--- src/rtl/ps2_receiver_pkg.sv ---
// ps2_pkg: shared FSM states and PS/2 frame constants for the PS/2 receiver.
package ps2_pkg;
    typedef enum logic [1:0] {IDLE, DATA, PARITY, STOP} ps2_state_e;
    localparam logic [7:0] PS2_BREAK_CODE = 8'hF0;
    localparam logic       PS2_START_BIT  = 1'b0;
    localparam logic       PS2_STOP_BIT   = 1'b1;
    localparam int         PS2_DATA_BITS  = 8;
endpackage

--- src/rtl/ps2_receiver_if.sv ---
// ps2_receiver_if: raw PS/2 pins plus the decoded scan-code outputs.
interface ps2_receiver_if;
    logic       ps2_clock;
    logic       ps2_data;
    logic [7:0] ps2_out;
    logic       ps2_key_pressed;
    logic       parity_error;
    logic       frame_error;
    logic       rx_busy;
    modport master (output ps2_clock, ps2_data,
                    input  ps2_out, ps2_key_pressed, parity_error, frame_error, rx_busy);
    modport slave  (input  ps2_clock, ps2_data,
                    output ps2_out, ps2_key_pressed, parity_error, frame_error, rx_busy);
endinterface

--- src/rtl/ps2_receiver_clock_filter.sv ---
// ps2_clock_filter: pin synchronizers, PS/2 clock glitch filter and falling-edge pulse.
module ps2_clock_filter #(
    parameter int SYNC_STAGES = 2,
    parameter int FILTER_LEN  = 4
) (
    input  logic clock,
    input  logic reset,
    input  logic ps2_clock_i,
    input  logic ps2_data_i,
    output logic fall_o,
    output logic data_o
);
    localparam int CW = $clog2(FILTER_LEN + 1);
    logic [SYNC_STAGES-1:0] clk_sync_q, dat_sync_q;
    logic                   level_q, level_d, fall_q, differ, flip;
    logic [CW-1:0]          cnt_q, cnt_d;
    always_comb begin
        differ  = clk_sync_q[SYNC_STAGES-1] != level_q;
        flip    = differ && cnt_q == CW'(FILTER_LEN - 1);
        cnt_d   = (!differ || flip) ? '0 : cnt_q + 1'b1;
        level_d = flip ? ~level_q : level_q;
    end
    always_ff @(posedge clock or negedge reset) begin
        if (!reset) begin
            clk_sync_q <= '1;
            dat_sync_q <= '1;
            level_q    <= 1'b1;
            cnt_q      <= '0;
            fall_q     <= 1'b0;
        end else begin
            clk_sync_q <= {clk_sync_q[SYNC_STAGES-2:0], ps2_clock_i};
            dat_sync_q <= {dat_sync_q[SYNC_STAGES-2:0], ps2_data_i};
            level_q    <= level_d;
            cnt_q      <= cnt_d;
            fall_q     <= level_q & ~level_d;
        end
    end
    assign fall_o = fall_q;
    assign data_o = dat_sync_q[SYNC_STAGES-1];
endmodule

--- src/rtl/ps2_receiver.sv ---
// ps2_receiver: PS/2 frame deframer with parity/stop checking and mid-frame timeout.
// Define PS2_BREAK_FILTER_EN to swallow 0xF0 break codes and the byte that follows them.
module ps2_receiver
    import ps2_pkg::*;
#(
    parameter int SYNC_STAGES    = 2,
    parameter int FILTER_LEN     = 4,
    parameter int TIMEOUT_CYCLES = 12500
) (
    input  logic           clock,
    input  logic           reset,
    ps2_receiver_if.slave  bus
);
    localparam int TW = $clog2(TIMEOUT_CYCLES + 1);
    logic          fall, data, accept, parity_ok;
    ps2_state_e    state_q, state_d;
    logic [2:0]    cnt_q, cnt_d;
    logic [7:0]    shift_q, shift_d, out_q, out_d;
    logic          par_q, par_d, key_q, key_d, perr_q, perr_d, ferr_q, ferr_d;
    logic [TW-1:0] tmo_q, tmo_d;
`ifdef PS2_BREAK_FILTER_EN
    logic          brk_q, brk_d;
`endif
    ps2_clock_filter #(.SYNC_STAGES(SYNC_STAGES), .FILTER_LEN(FILTER_LEN)) u_filter (
        .clock       (clock),
        .reset       (reset),
        .ps2_clock_i (bus.ps2_clock),
        .ps2_data_i  (bus.ps2_data),
        .fall_o      (fall),
        .data_o      (data)
    );
    assign parity_ok = ^{shift_q, par_q};
    always_comb begin
        state_d = state_q;
        cnt_d   = cnt_q;
        shift_d = shift_q;
        par_d   = par_q;
        out_d   = out_q;
        key_d   = 1'b0;
        perr_d  = 1'b0;
        ferr_d  = 1'b0;
        accept  = 1'b0;
`ifdef PS2_BREAK_FILTER_EN
        brk_d   = brk_q;
`endif
        if (fall) begin
            case (state_q)
                IDLE: if (data == PS2_START_BIT) begin
                    state_d = DATA;
                    cnt_d   = '0;
                end
                DATA: begin
                    shift_d[cnt_q] = data;
                    cnt_d          = cnt_q + 1'b1;
                    state_d        = (cnt_q == 3'(PS2_DATA_BITS - 1)) ? PARITY : DATA;
                end
                PARITY: begin
                    par_d   = data;
                    state_d = STOP;
                end
                STOP: begin
                    state_d = IDLE;
                    perr_d  = !parity_ok;
                    ferr_d  = parity_ok && data != PS2_STOP_BIT;
                    accept  = parity_ok && data == PS2_STOP_BIT;
                end
            endcase
        end else if (state_q != IDLE && tmo_q == TW'(TIMEOUT_CYCLES - 1)) begin
            state_d = IDLE;
        end
`ifdef PS2_BREAK_FILTER_EN
        if (accept) begin
            if (shift_q == PS2_BREAK_CODE) brk_d = 1'b1;
            else if (brk_q) brk_d = 1'b0;
            else begin
                out_d = shift_q;
                key_d = 1'b1;
            end
        end
`else
        out_d = accept ? shift_q : out_q;
        key_d = accept;
`endif
        tmo_d = (fall || state_d == IDLE) ? '0 : tmo_q + 1'b1;
    end
    always_ff @(posedge clock or negedge reset) begin
        if (!reset) begin
            state_q <= IDLE;
            cnt_q   <= '0;
            shift_q <= '0;
            par_q   <= 1'b0;
            out_q   <= '0;
            key_q   <= 1'b0;
            perr_q  <= 1'b0;
            ferr_q  <= 1'b0;
            tmo_q   <= '0;
`ifdef PS2_BREAK_FILTER_EN
            brk_q   <= 1'b0;
`endif
        end else begin
            state_q <= state_d;
            cnt_q   <= cnt_d;
            shift_q <= shift_d;
            par_q   <= par_d;
            out_q   <= out_d;
            key_q   <= key_d;
            perr_q  <= perr_d;
            ferr_q  <= ferr_d;
            tmo_q   <= tmo_d;
`ifdef PS2_BREAK_FILTER_EN
            brk_q   <= brk_d;
`endif
        end
    end
    assign bus.ps2_out         = out_q;
    assign bus.ps2_key_pressed = key_q;
    assign bus.parity_error    = perr_q;
    assign bus.frame_error     = ferr_q;
    assign bus.rx_busy         = state_q != IDLE;
endmodule

--- src/flat_wrapper.sv ---
// flat-port wrapper written by rule: the top's interface ports become plain ports
module ps2_receiver_flat import ps2_pkg::*;
#(
    parameter int SYNC_STAGES    = 2,
    parameter int FILTER_LEN     = 4,
    parameter int TIMEOUT_CYCLES = 12500
)
  (clock, reset, bus_ps2_clock, bus_ps2_data, bus_ps2_out, bus_ps2_key_pressed, bus_parity_error, bus_frame_error, bus_rx_busy);
  ps2_receiver_if bus_i ();
  input  logic clock;
  input  logic reset;
  input wire logic [$bits(bus_i.ps2_clock)-1:0] bus_ps2_clock;
  input wire logic [$bits(bus_i.ps2_data)-1:0] bus_ps2_data;
  output wire logic [$bits(bus_i.ps2_out)-1:0] bus_ps2_out;
  output wire logic [$bits(bus_i.ps2_key_pressed)-1:0] bus_ps2_key_pressed;
  output wire logic [$bits(bus_i.parity_error)-1:0] bus_parity_error;
  output wire logic [$bits(bus_i.frame_error)-1:0] bus_frame_error;
  output wire logic [$bits(bus_i.rx_busy)-1:0] bus_rx_busy;
  assign bus_i.ps2_clock = bus_ps2_clock;
  assign bus_i.ps2_data = bus_ps2_data;
  assign bus_ps2_out = bus_i.ps2_out;
  assign bus_ps2_key_pressed = bus_i.ps2_key_pressed;
  assign bus_parity_error = bus_i.parity_error;
  assign bus_frame_error = bus_i.frame_error;
  assign bus_rx_busy = bus_i.rx_busy;
  ps2_receiver #(.SYNC_STAGES(SYNC_STAGES), .FILTER_LEN(FILTER_LEN), .TIMEOUT_CYCLES(TIMEOUT_CYCLES)) u_core (.clock(clock), .reset(reset), .bus(bus_i));
endmodule
--- config.mk ---
export PLATFORM = sky130hd
export DESIGN_NAME = ps2_receiver_flat
export DESIGN_NICKNAME = d
export VERILOG_FILES = /design/src/rtl/ps2_receiver_pkg.sv /design/src/rtl/ps2_receiver_if.sv /design/src/rtl/ps2_receiver_clock_filter.sv /design/src/rtl/ps2_receiver.sv /design/src/flat_wrapper.sv
export SDC_FILE = /design/constraint.sdc
export NUM_CORES = 1
export LEC_CHECK = 0
export CORE_UTILIZATION = 49
export DETAILED_ROUTE_END_ITERATION = 10
export PLACE_DENSITY = 0.69
export SLEW_MARGIN = 20
export SYNTH_ARGS = -nofsm -noshare
export SYNTH_HDL_FRONTEND = slang
export SYNTH_SLANG_ARGS = --single-unit
--- constraint.sdc ---
create_clock -name clock -period 2.5 [get_ports clock]
set_input_delay 0.5 -clock clock [delete_from_list [all_inputs] [get_ports clock]]
set_output_delay 0.5 -clock clock [all_outputs]
set_load 0.01 [all_outputs]
==> summary.md, run 1 <==
| Metric | Value |
|---|---|
| Final Skew | `0.00759 ns` |
| GRT Util Overall | `0.180` |
| Final WL | `3410 um` |
| Post-CTS Setup Repair Bufs | `0` |
| Top cell type's share of synthesized area | `0.507` |
| Vias in the first global route | `1,340` |
| Worst Setup Start Kind | `flop` |
| Worst-skew pair later-pin latency | `0.30 ns` |
| Syn_area_per_cell | `11.7 um2` |
| Number of enable flip-flop cells after synthesis | `0` |
| Period utilization | `0.839` |
| Ys flop type | `dfrtp_1` |
| Setup TNS | `0 ns` |
| First-pass GRT wire length | `6020 um` |
| Post-CTS Resized | `0` |
| Worst reg2reg setup slack | `0.42 ns` |
| Final setup fails | `0` |
| Async set-reset flop share out of synthesis | `1.00` |
| Routing usage on met1 | `0.245` |
| Most frequent cells after synthesis | `dfrtp_1, nor2_1, nand2_1, xor2_1, o21ai_0` |
| FMAX | `0.477 GHz` |
| Sequential share of the synthesized area | `0.569` |
| Clock transition at path regs | `0.09 ns` |
| PD cells | `659 nW/um2` |
| Worst-case reg-to-reg path depth | `5` |
| Post-DRT Antenna Nets | `0` |
| WL/cell | `13.6 um` |
| Total gr overflow | `0` |
| Root buffer cell | `clkbuf_8` |
| Worst R2R Start | `u_core.shift_q[2]` |
| Syn Nets | `190` |
| Post-synthesis cell count | `~180` |
| Final hold vios | `0` |
| Worst Tran Pin Value | `0.555 ns` |
| Synth cell types | `34` |
| Initial antenna violation count | `0` |
| Largest cells by area after synthesis | `dfrtp_1, dfstp_2, mux2_4, xor2_1, xnor2_1` |
| Placed Area | `2320 um2` |
| # IOs | `16` |
| Placed wire-length estimate | `2450 um` |
| Critical Path End Type | `output pin` |
| Port bufs | `15` |
| Initial drt markers | `30` |
| Leakage power | `1.13 nW` |
| Class of the worst hold path | `input port to async pin` |
| TritonCTS buffer count | `5` |
| H-tree levels | `2` |
| Dominant cell type by area after synthesis | `dfrtp_1` |
| # nets final | `209` |
| CTS Hold Bufs | `0` |
| Max Cap Viol | `0` |
| Post-Syn Area | `around 2100 um2` |
| Layout cell share with drive strength beyond 1 | `0.149` |
| Chip Height | `67.8 um` |
| CTS Sinks | `between 40 and 50` |
| Largest net degree at the start of global routing | `20` |
| R2r endpoint | `u_core.bus.ps2_out[1]` |
| Slew HR | `0.627` |
| GRT met3 Usage | `0.0500` |
| GRT Max-Usage Layer | `met2` |
| Die Wd | `67.8 um` |
| DIE AREA | `roughly 4600 um2` |
| Worst Path Arrival | `1.60 ns` |
| Mean number of vias per cell | `between 5 and 6` |
| Pre-antenna DRT Iters | `4` |
| Core Area | `4090 um2` |
| Clock Path Buffers | `2` |
| Minimum clock period | `2.10 ns` |
| Synthesis Warnings | `0` |
| TritonCTS clock tree | `done` |
| Layout area overhead | `14.5%` |
| RSZ-0062 raised after global routing | `no` |
| Post-route cell area | `2430 um2` |
| Peak supply drop | `0.465 mV` |
| DR vias | `1,359` |
| CP max stage cell | `clkdlybuf4s50_1` |
| Diodes inserted | `0` |
| Crit-path max FO | `10` |
| Met2 usage | `0.278` |
| Slew Limit Fails | `0` |
| Placer Congestion | `0.781` |
| Status | `complete, no violations` |
| CP delay by family, top | `buffers and inverters` |
| Count leader, synth | `dfrtp_1` |
| Worst-path cell chain | `or2_2 -> clkdlybuf4s50_1` |
| Initial Util | `0.520` |
| Largest stage delay, worst path | `0.48 ns` |
| Required @ worst endpoint | `2.00 ns` |
| FF+latch count, synth | `between 40 and 50` |
| Critical path type | `flop to output pin` |
| Cell Rows | `23` |
| PnR Total Power | `1.60 mW` |
| CP Buf/Inv Count | `1` |
| Drt drc | `0` |
[state kept, by name (all words and copies together), names as in the netlist]
signal and count:
u_core.bus.ps2_key_pressed 1, u_core.tmo_q 14, u_core.cnt_q 3, u_core.state_q 2, u_core.u_filter.clk_sync_q 2, u_core.bus.frame_error 1, u_core.par_q 1, u_core.bus.ps2_out 8
u_core.shift_q 8, u_core.u_filter.level_q 1, u_core.u_filter.cnt_q 3, u_core.u_filter.dat_sync_q 2, u_core.bus.parity_error 1, u_core.u_filter.fall_o 1
[stage by stage]
stage / utilization / setup WS [ns] / cells / hold slack, ns
2_1_floorplan: - / 0.624 / 181 / 0.204
3_3_place_gp: 0.568 / 0.484 / 243 / 0.348
3_5_place_dp: 0.568 / 0.409 / 243 / 0.347
4_1_cts: 0.595 / 0.388 / 251 / 0.129
5_1_grt: 0.595 / 0.241 / 251 / 0.134
6_report: 0.595 / 0.403 / 251 / 0.119
[cell usage in the layout (no fill, tap or decap), drive strengths merged, types with 4 or more instances in the layout]
cell           synthesis  final
dfrtp                 43     43
nor2                  19     19
nand2                 18     18
clkdlybuf4s50          0     14
xor2                  11     11
mux2                  11     11
o21ai                 10     10
xnor2                  9      9
and3                   8      8
nand3                  5      5
ha                     5      5
clkbuf                 4      5
dfstp                  5      5
inv                    4      4
[final cells by class]
class	count	area (um2)
multi-input combinational	124	875
fill	331	1660
sequential	48	1210
inverter	4	15.0
clock inverter	3	42.5
clock buffer	5	68.8
timing repair buffer	17	160
tap	50	62.6
[worst max-delay path by stage]
stage | startpoint | end | slack [ns] | depth (start not counted)
finish | u_core.state_q[1] | bus_rx_busy | 0.40 | 2
global route | u_core.shift_q[2] | u_core.bus.ps2_out[6] | 0.24 | 5
CTS | u_core.shift_q[2] | u_core.bus.ps2_out[4] | 0.39 | 5
detailed placement | u_core.shift_q[1] | u_core.bus.ps2_out[3] | 0.41 | 5
global placement | u_core.shift_q[2] | u_core.bus.ps2_out[6] | 0.48 | 5
floorplan | u_core.shift_q[2] | u_core.bus.ps2_out[0] | 0.62 | 6
[layer usage]
layer,share of wire,vias to the layer above
met5,0,-
met4,0.0029,0
met3,0.043,2
met2,0.47,28
met1,0.49,672
li1,-,657
[cell families after synthesis]
group                      count (synthesis)  share of synthesized area
muxes                                     11                     0.0707
buffers and inverters                      9                     0.0194
AOI/OAI and AO/OA                         18                     0.0536
DFF                                       48                      0.569
and+or+nand+nor                           69                      0.165
xor gates and xnor gates                  21                     0.0931
adders and majority gates                  5                     0.0295
[power by group]
group	leakage [nW]	switching, mW	total [mW]	internal [mW]
clock	0.0541	0.249	0.544	0.296
sequential	0.650	0.0457	0.882	0.836
combinational	0.427	0.103	0.177	0.0745
Note: power is estimated with default switching activity, not from simulation.
==> inputs of run 2 (changes only) <==
- PLACE_DENSITY: 0.69 -> 0.71
- clock period: 2.5 -> 1.7 ns (I/O delays scaled with it)
==> summary.md, run 2 (synthesis results as in run 1) <==
| Metric | Value |
|---|---|
| Worst Tran Pin Value | `0.348 ns (was 0.555 ns)` |
| TritonCTS clock tree | `done (unchanged)` |
| Clock power frac | `0.299 (was 0.340)` |
| Vias in the first global route | `1,394 (was 1,340)` |
| TritonCTS buffer count | `5 (unchanged)` |
| Worst-case reg-to-reg path depth | `5 (unchanged)` |
| Chip Height | `67.8 um (unchanged)` |
| Worst Path Arrival | `2.06 ns (was 1.60 ns)` |
| CP max stage cell | `dfrtp_1 (was clkdlybuf4s50_1)` |
| First-pass GRT wire length | `6510 um (was 6020 um)` |
| Post-route cell area | `2700 um2 (was 2430 um2)` |
| Most flop-heavy register | `u_core.tmo_q (unchanged)` |
| Leading cell type in the layout, fill and taps excluded | `dfrtp_1 (unchanged)` |
| Leakage power | `1.28 nW (was 1.13 nW)` |
| Worst Setup Start Kind | `flop (unchanged)` |
| Core Area | `4090 um2 (unchanged)` |
| Worst R2R Start | `u_core.shift_q[3] (was u_core.shift_q[2])` |
| Period utilization | `1.10` |
| Layout area overhead | `27.0% (was 14.5%)` |
| Net switching power | `0.624 mW (was 0.397 mW)` |
| Placer Congestion | `0.796 (was 0.781)` |
| Peak supply drop | `0.605 mV (was 0.465 mV)` |
| Initial antenna violation count | `0 (unchanged)` |
| Worst-path cell chain | `xnor2_2 -> xnor2_2 -> xnor3_1 -> and3_4 -> mux2_4 (was or2_2 -> clkdlybuf4s50_1)` |
| Largest stage delay, worst path | `0.42 ns (was 0.48 ns)` |
| RSZ-0062 raised after global routing | `yes (was no)` |
| Commonest cells after routing, fill and taps aside | `dfrtp_1, buf_4, nor2_1 (was dfrtp_1, nor2_1, nand2_1)` |
| WL/cell | `14.8 um (was 13.6 um)` |
| Die Wd | `67.8 um (unchanged)` |
| Worst-skew pair later-pin latency | `0.31 ns (was 0.30 ns)` |
| Internal | `1.75 mW (was 1.21 mW)` |
| Max reg flops | `14 (unchanged)` |
| Slew Limit Fails | `0 (unchanged)` |
| Largest net degree at the start of global routing | `49 (was 20)` |
| Final setup fails | `7 (was 0)` |
| Combinational share of power | `0.161 (was 0.111)` |
| R2r endpoint | `u_core.bus.ps2_out[5] (was u_core.bus.ps2_out[1])` |
| Max Cap Viol | `0 (unchanged)` |
| Drt drc | `0 (unchanged)` |
| Final Skew | `0.0111 ns (was 0.00759 ns)` |
| Root buffer cell | `clkbuf_8 (unchanged)` |
| Minimum clock period | `1.86 ns` |
| Worst reg2reg setup slack | `-0.16 ns (was 0.42 ns)` |
| Critical path type | `flop to flop (was flop to output pin)` |
| Cell Rows | `23 (unchanged)` |
| # IOs | `16 (unchanged)` |
| Initial Util | `0.520 (unchanged)` |
| Diodes inserted | `0 (unchanged)` |
| Final Util | `0.660 (was 0.595)` |
| DR vias | `1,472 (was 1,359)` |
| Placed Area | `2470 um2 (was 2320 um2)` |
| CP Launch Point | `u_core.shift_q[3] (was u_core.state_q[1])` |
| Placed wire-length estimate | `2700 um (was 2450 um)` |
| Clock transition at path regs | `0.09 ns (about the same)` |
| Port bufs | `15 (unchanged)` |
| GRT Util Overall | `0.198 (was 0.180)` |
| Pre-antenna DRT Iters | `4 (unchanged)` |
| DIE AREA | `4600 um2 (unchanged)` |
| Mean number of vias per cell | `5.33 (was 5.41)` |
| Final hold vios | `0 (unchanged)` |
| Total gr overflow | `0 (unchanged)` |
| Seq pwr share | `0.540 (was 0.550)` |
| Required @ worst endpoint | `1.90 ns (was 2.00 ns)` |
| Class of the worst hold path | `input port to async pin (unchanged)` |
| # nets final | `234 (was 209)` |
| Sw Share | `0.263 (was 0.248)` |
| Final WL | `4090 um (was 3410 um)` |
| FMAX | `0.537 GHz` |
| PD cells | `880 nW/um2 (was 659 nW/um2)` |
| Post-DRT Antenna Nets | `0 (unchanged)` |
| Layout cell share with drive strength beyond 1 | `0.292 (was 0.149)` |
| H-tree levels | `2 (unchanged)` |
| Initial drt markers | `103 (was 30)` |
| Clock Path Buffers | `2 (unchanged)` |
| Critical Path End Type | `flop (was output pin)` |
| Slew HR | `0.765 (was 0.627)` |
| Violated checks | `setup timing` |
| PnR Total Power | `2.37 mW (was 1.60 mW)` |
| Post-route worst setup slack | `-0.162 ns (was 0.403 ns)` |
| Status | `finished with violations (was complete, no violations)` |
| CTS Sinks | `48 (unchanged)` |
| Crit-path max FO | `8 (was 10)` |
| Cell mode on critical path | `xnor2_2` |
[run 2: power groups by stage]
stage	Clock (mW)	Sequential [mW]	Combinational, mW
after floorplan	0	1.30	0.175
after global placement	0	1.31	0.317
after detailed placement	0	1.31	0.331
after CTS	0.727	1.28	0.379
after global routing	0.775	1.29	0.432
final	0.710	1.28	0.382
[run 2: area by class of cell]
cell class	count	area, um2
timing repair buffer	42	359
clock buffer	6	82.6
fill	332	1390
inverter	4	15.0
tap	50	62.6
sequential	48	1210
multi-input combinational	124	955
clock inverter	2	13.8
[run 2: worst max-delay path by stage]
stage | endpoint | slack, ns
after floorplan | u_core.bus.ps2_out[0] | -0.15
after global placement | u_core.bus.ps2_out[6] | -0.20
after detailed placement | u_core.bus.ps2_out[5] | -0.28
after CTS | u_core.bus.ps2_out[5] | -0.10
after global routing | u_core.bus.ps2_out[2] | -0.20
final | u_core.bus.ps2_out[5] | -0.16
[run 2: critical path, delay by kind of cell (launching register included)]
kind,cells,cell delay [ns]
XOR/XNOR,3,0.79
flip-flops,1,0.42
AND/OR/NAND/NOR,1,0.23
multiplexers,1,0.31
[run 2: repair_timing]
item	CTS	global route
setup endpoints to repair	9	10
hold buffers	0	0
pin swaps	3	2
gates resized for setup	6	10
setup buffers	5	3
[run 2: through the flow]
step	hold slack, ns	cells	setup TNS [ns]	setup slack [ns]
floorplan	0.0444	181	-1.07	-0.154
global placement	0.336	261	-1.42	-0.204
detailed placement	0.340	261	-1.97	-0.285
CTS	0.0134	274	-0.655	-0.101
global route	0.0222	276	-1.40	-0.202
finish	0.00201	276	-1.10	-0.162
[run 2: routing by layer]
metal / wire [um] / track usage / part of all wire
met5: 0 / 0 / 0
met1: 1900 / 0.269 / 0.46
met4: 55 / 0.0547 / 0.013
met3: 100 / 0.0500 / 0.024
met2: 2040 / 0.314 / 0.50
==> inputs of run 3 (changes only) <==
- CORE_ASPECT_RATIO: unset -> 0.8
==> summary.md, run 3 (synthesis results as in run 1) <==
| Metric | Value |
|---|---|
| Final hold vios | `0 (unchanged)` |
| Slew Limit Fails | `0 (unchanged)` |
| Violated checks | `setup timing (unchanged)` |
| PnR Total Power | `2.33 mW (was 2.37 mW)` |
| DR vias | `1,473 (was 1,472)` |
| Final Skew | `0.00762 ns (was 0.0111 ns)` |
| Final Util | `0.644 (was 0.660)` |
| Class of the worst hold path | `flop to flop (was input port to async pin)` |
| WL/cell | `14.2 um (was 14.8 um)` |
| TritonCTS clock tree | `done (unchanged)` |
| Layout cell share with drive strength beyond 1 | `0.283 (was 0.292)` |
| # IOs | `16 (unchanged)` |
| Initial Util | `0.508 (was 0.520)` |
| Vias in the first global route | `1,457 (was 1,394)` |
| Die Wd | `75.6 um (was 67.8 um)` |
| Clock Path Buffers | `2 (unchanged)` |
| PD cells | `866 nW/um2 (was 880 nW/um2)` |
| Drt drc | `0 (unchanged)` |
| Commonest cells after routing, fill and taps aside | `dfrtp_1, buf_4, nor2_1 (unchanged)` |
| Max Cap Viol | `0 (unchanged)` |
| FMAX | `0.547 GHz (was 0.537 GHz)` |
| Max reg flops | `14 (unchanged)` |
| Core Area | `4180 um2 (was 4090 um2)` |
| Worst Setup Start Kind | `flop (unchanged)` |
| Required @ worst endpoint | `1.89 ns (was 1.90 ns)` |
| Final setup fails | `7 (unchanged)` |
| Crit-path max FO | `8 (unchanged)` |
| Cell Rows | `21 (was 23)` |
| Post-DRT Antenna Nets | `0 (unchanged)` |
| H-tree levels | `2 (unchanged)` |
| Worst Path Arrival | `2.02 ns (was 2.06 ns)` |
| Final WL | `4020 um (was 4090 um)` |
| Initial drt markers | `69 (was 103)` |
| Minimum clock period | `1.83 ns (was 1.86 ns)` |
| Peak supply drop | `0.511 mV (was 0.605 mV)` |
| Layout area overhead | `26.6% (was 27.0%)` |
| Worst Tran Pin Value | `0.407 ns (was 0.348 ns)` |
| Port bufs | `15 (unchanged)` |
| Critical path type | `flop to flop (unchanged)` |
| DIE AREA | `4600 um2 (about the same)` |
| Slew HR | `0.729 (was 0.765)` |
| RSZ-0062 raised after global routing | `yes (unchanged)` |
| Diodes inserted | `0 (unchanged)` |
| GRT Util Overall | `0.200 (was 0.198)` |
| # nets final | `234 (unchanged)` |
| Worst-skew pair later-pin latency | `0.30 ns (was 0.31 ns)` |
| Largest net degree at the start of global routing | `22 (was 49)` |
| Chip Height | `60.9 um (was 67.8 um)` |
| Critical Path End Type | `flop (unchanged)` |
| CTS Sinks | `48 (unchanged)` |
| Status | `finished with violations (unchanged)` |
| Pre-antenna DRT Iters | `4 (unchanged)` |
| Initial antenna violation count | `0 (unchanged)` |
| Clock transition at path regs | `0.09 ns (about the same)` |
| Mean number of vias per cell | `5.20 (was 5.33)` |
| Most flop-heavy register | `u_core.tmo_q (unchanged)` |
| Placer Congestion | `0.822 (was 0.796)` |
| Number of fill cells in the layout | `329 (was 332)` |
| First-pass GRT wire length | `6550 um (was 6510 um)` |
| Period utilization | `1.08 (was 1.10)` |
| Root buffer cell | `clkbuf_8 (unchanged)` |
| Placed wire-length estimate | `2790 um (was 2700 um)` |
| TritonCTS buffer count | `5 (unchanged)` |
| Post-route worst setup slack | `-0.129 ns (was -0.162 ns)` |
| Total gr overflow | `0 (unchanged)` |
| Leading cell type in the layout, fill and taps excluded | `dfrtp_1 (unchanged)` |
| Leakage power | `1.27 nW (was 1.28 nW)` |
[run 3: cell count changes in the layout (fill, tap and decap cells not counted)]
cell,before,now
nor4_1,0,1
and3_4,1,2
o21ai_1,2,1
o21ai_0,8,9
dlygate4sd3_1,0,1
nor4_2,1,0
buf_12,1,0
inv_6,1,0
and3_2,2,1
clkinv_2,1,2
[run 3: final timing paths]
path,from,endpoint,slack [ns],cells after the start
min in group asynchronous,reset,u_core.bus.ps2_out[4],0.49,2
worst max-delay path,u_core.shift_q[3],u_core.bus.ps2_out[6],-0.13,5
worst max register to register,u_core.shift_q[3],u_core.bus.ps2_out[6],-0.13,5
worst min-delay path,u_core.u_filter.clk_sync_q[0],u_core.u_filter.clk_sync_q[1],0.37,0
worst min register to register,u_core.u_filter.clk_sync_q[0],u_core.u_filter.clk_sync_q[1],0.37,0
max in group asynchronous,reset,u_core.tmo_q[3],0.59,3
[run 3: power by group]
part / internal (mW) / switching [mW] / leakage (nW) / total, mW
combinational: 0.173 / 0.191 / 0.574 / 0.364
sequential: 1.23 / 0.0503 / 0.648 / 1.28
clock: 0.325 / 0.361 / 0.0510 / 0.686
total: 1.73 / 0.602 / 1.27 / 2.33
[run 3: layer usage]
layer	wire length [um]	share of wire	GRT usage
met5	0	0	0
met4	68	0.017	0.0873
met3	146	0.036	0.0631
met2	1970	0.49	0.318
met1	1830	0.46	0.253
[run 3: stage by stage]
| stage | setup WS [ns] | cell area [um2] | setup TNS (ns) | hold WS (ns) | cells |
|---|---|---|---|---|---|
| finish | -0.129 | 2690 | -0.848 | 0.366 | 283 |
| global route | -0.172 | 2690 | -1.14 | 0.370 | 283 |
| CTS | -0.0763 | 2640 | -0.482 | 0.365 | 283 |
| detailed placement | -0.322 | 2470 | -2.23 | 0.292 | 269 |
| global placement | -0.242 | 2470 | -1.69 | 0.289 | 269 |
| floorplan | -0.154 | 2120 | -1.07 | 0.0444 | 181 |
[run 3: what timing repair did]
| item | 4_1_cts | 5_1_grt |
|---|---|---|
| pin swaps | 5 | 5 |
| gates resized for setup | 6 | 9 |
| setup endpoints to repair | 9 | 10 |
| hold endpoints to repair | 13 | 0 |
| hold buffers | 1 | 0 |
| buffers inserted | 5 | 2 |
[run 3: final cells by class]
class | count | area (um2) | share of cell area
inverter | 4 | 15.0 | 0.00558
sequential | 48 | 1210 | 0.450
tap | 57 | 71.3 | 0.0265
clock buffer | 6 | 82.6 | 0.0307
clock inverter | 2 | 10.0 | 0.00372
multi-input combinational | 124 | 952 | 0.354
timing repair buffer | 42 | 349 | 0.130
[run 3: worst max-delay path, stage by stage, from the launching register on]
cell     delay, ns
dfrtp_1       0.43
xnor2_2       0.17
xnor2_2       0.21
xnor3_1       0.38
and3_4        0.23
mux2_4        0.31
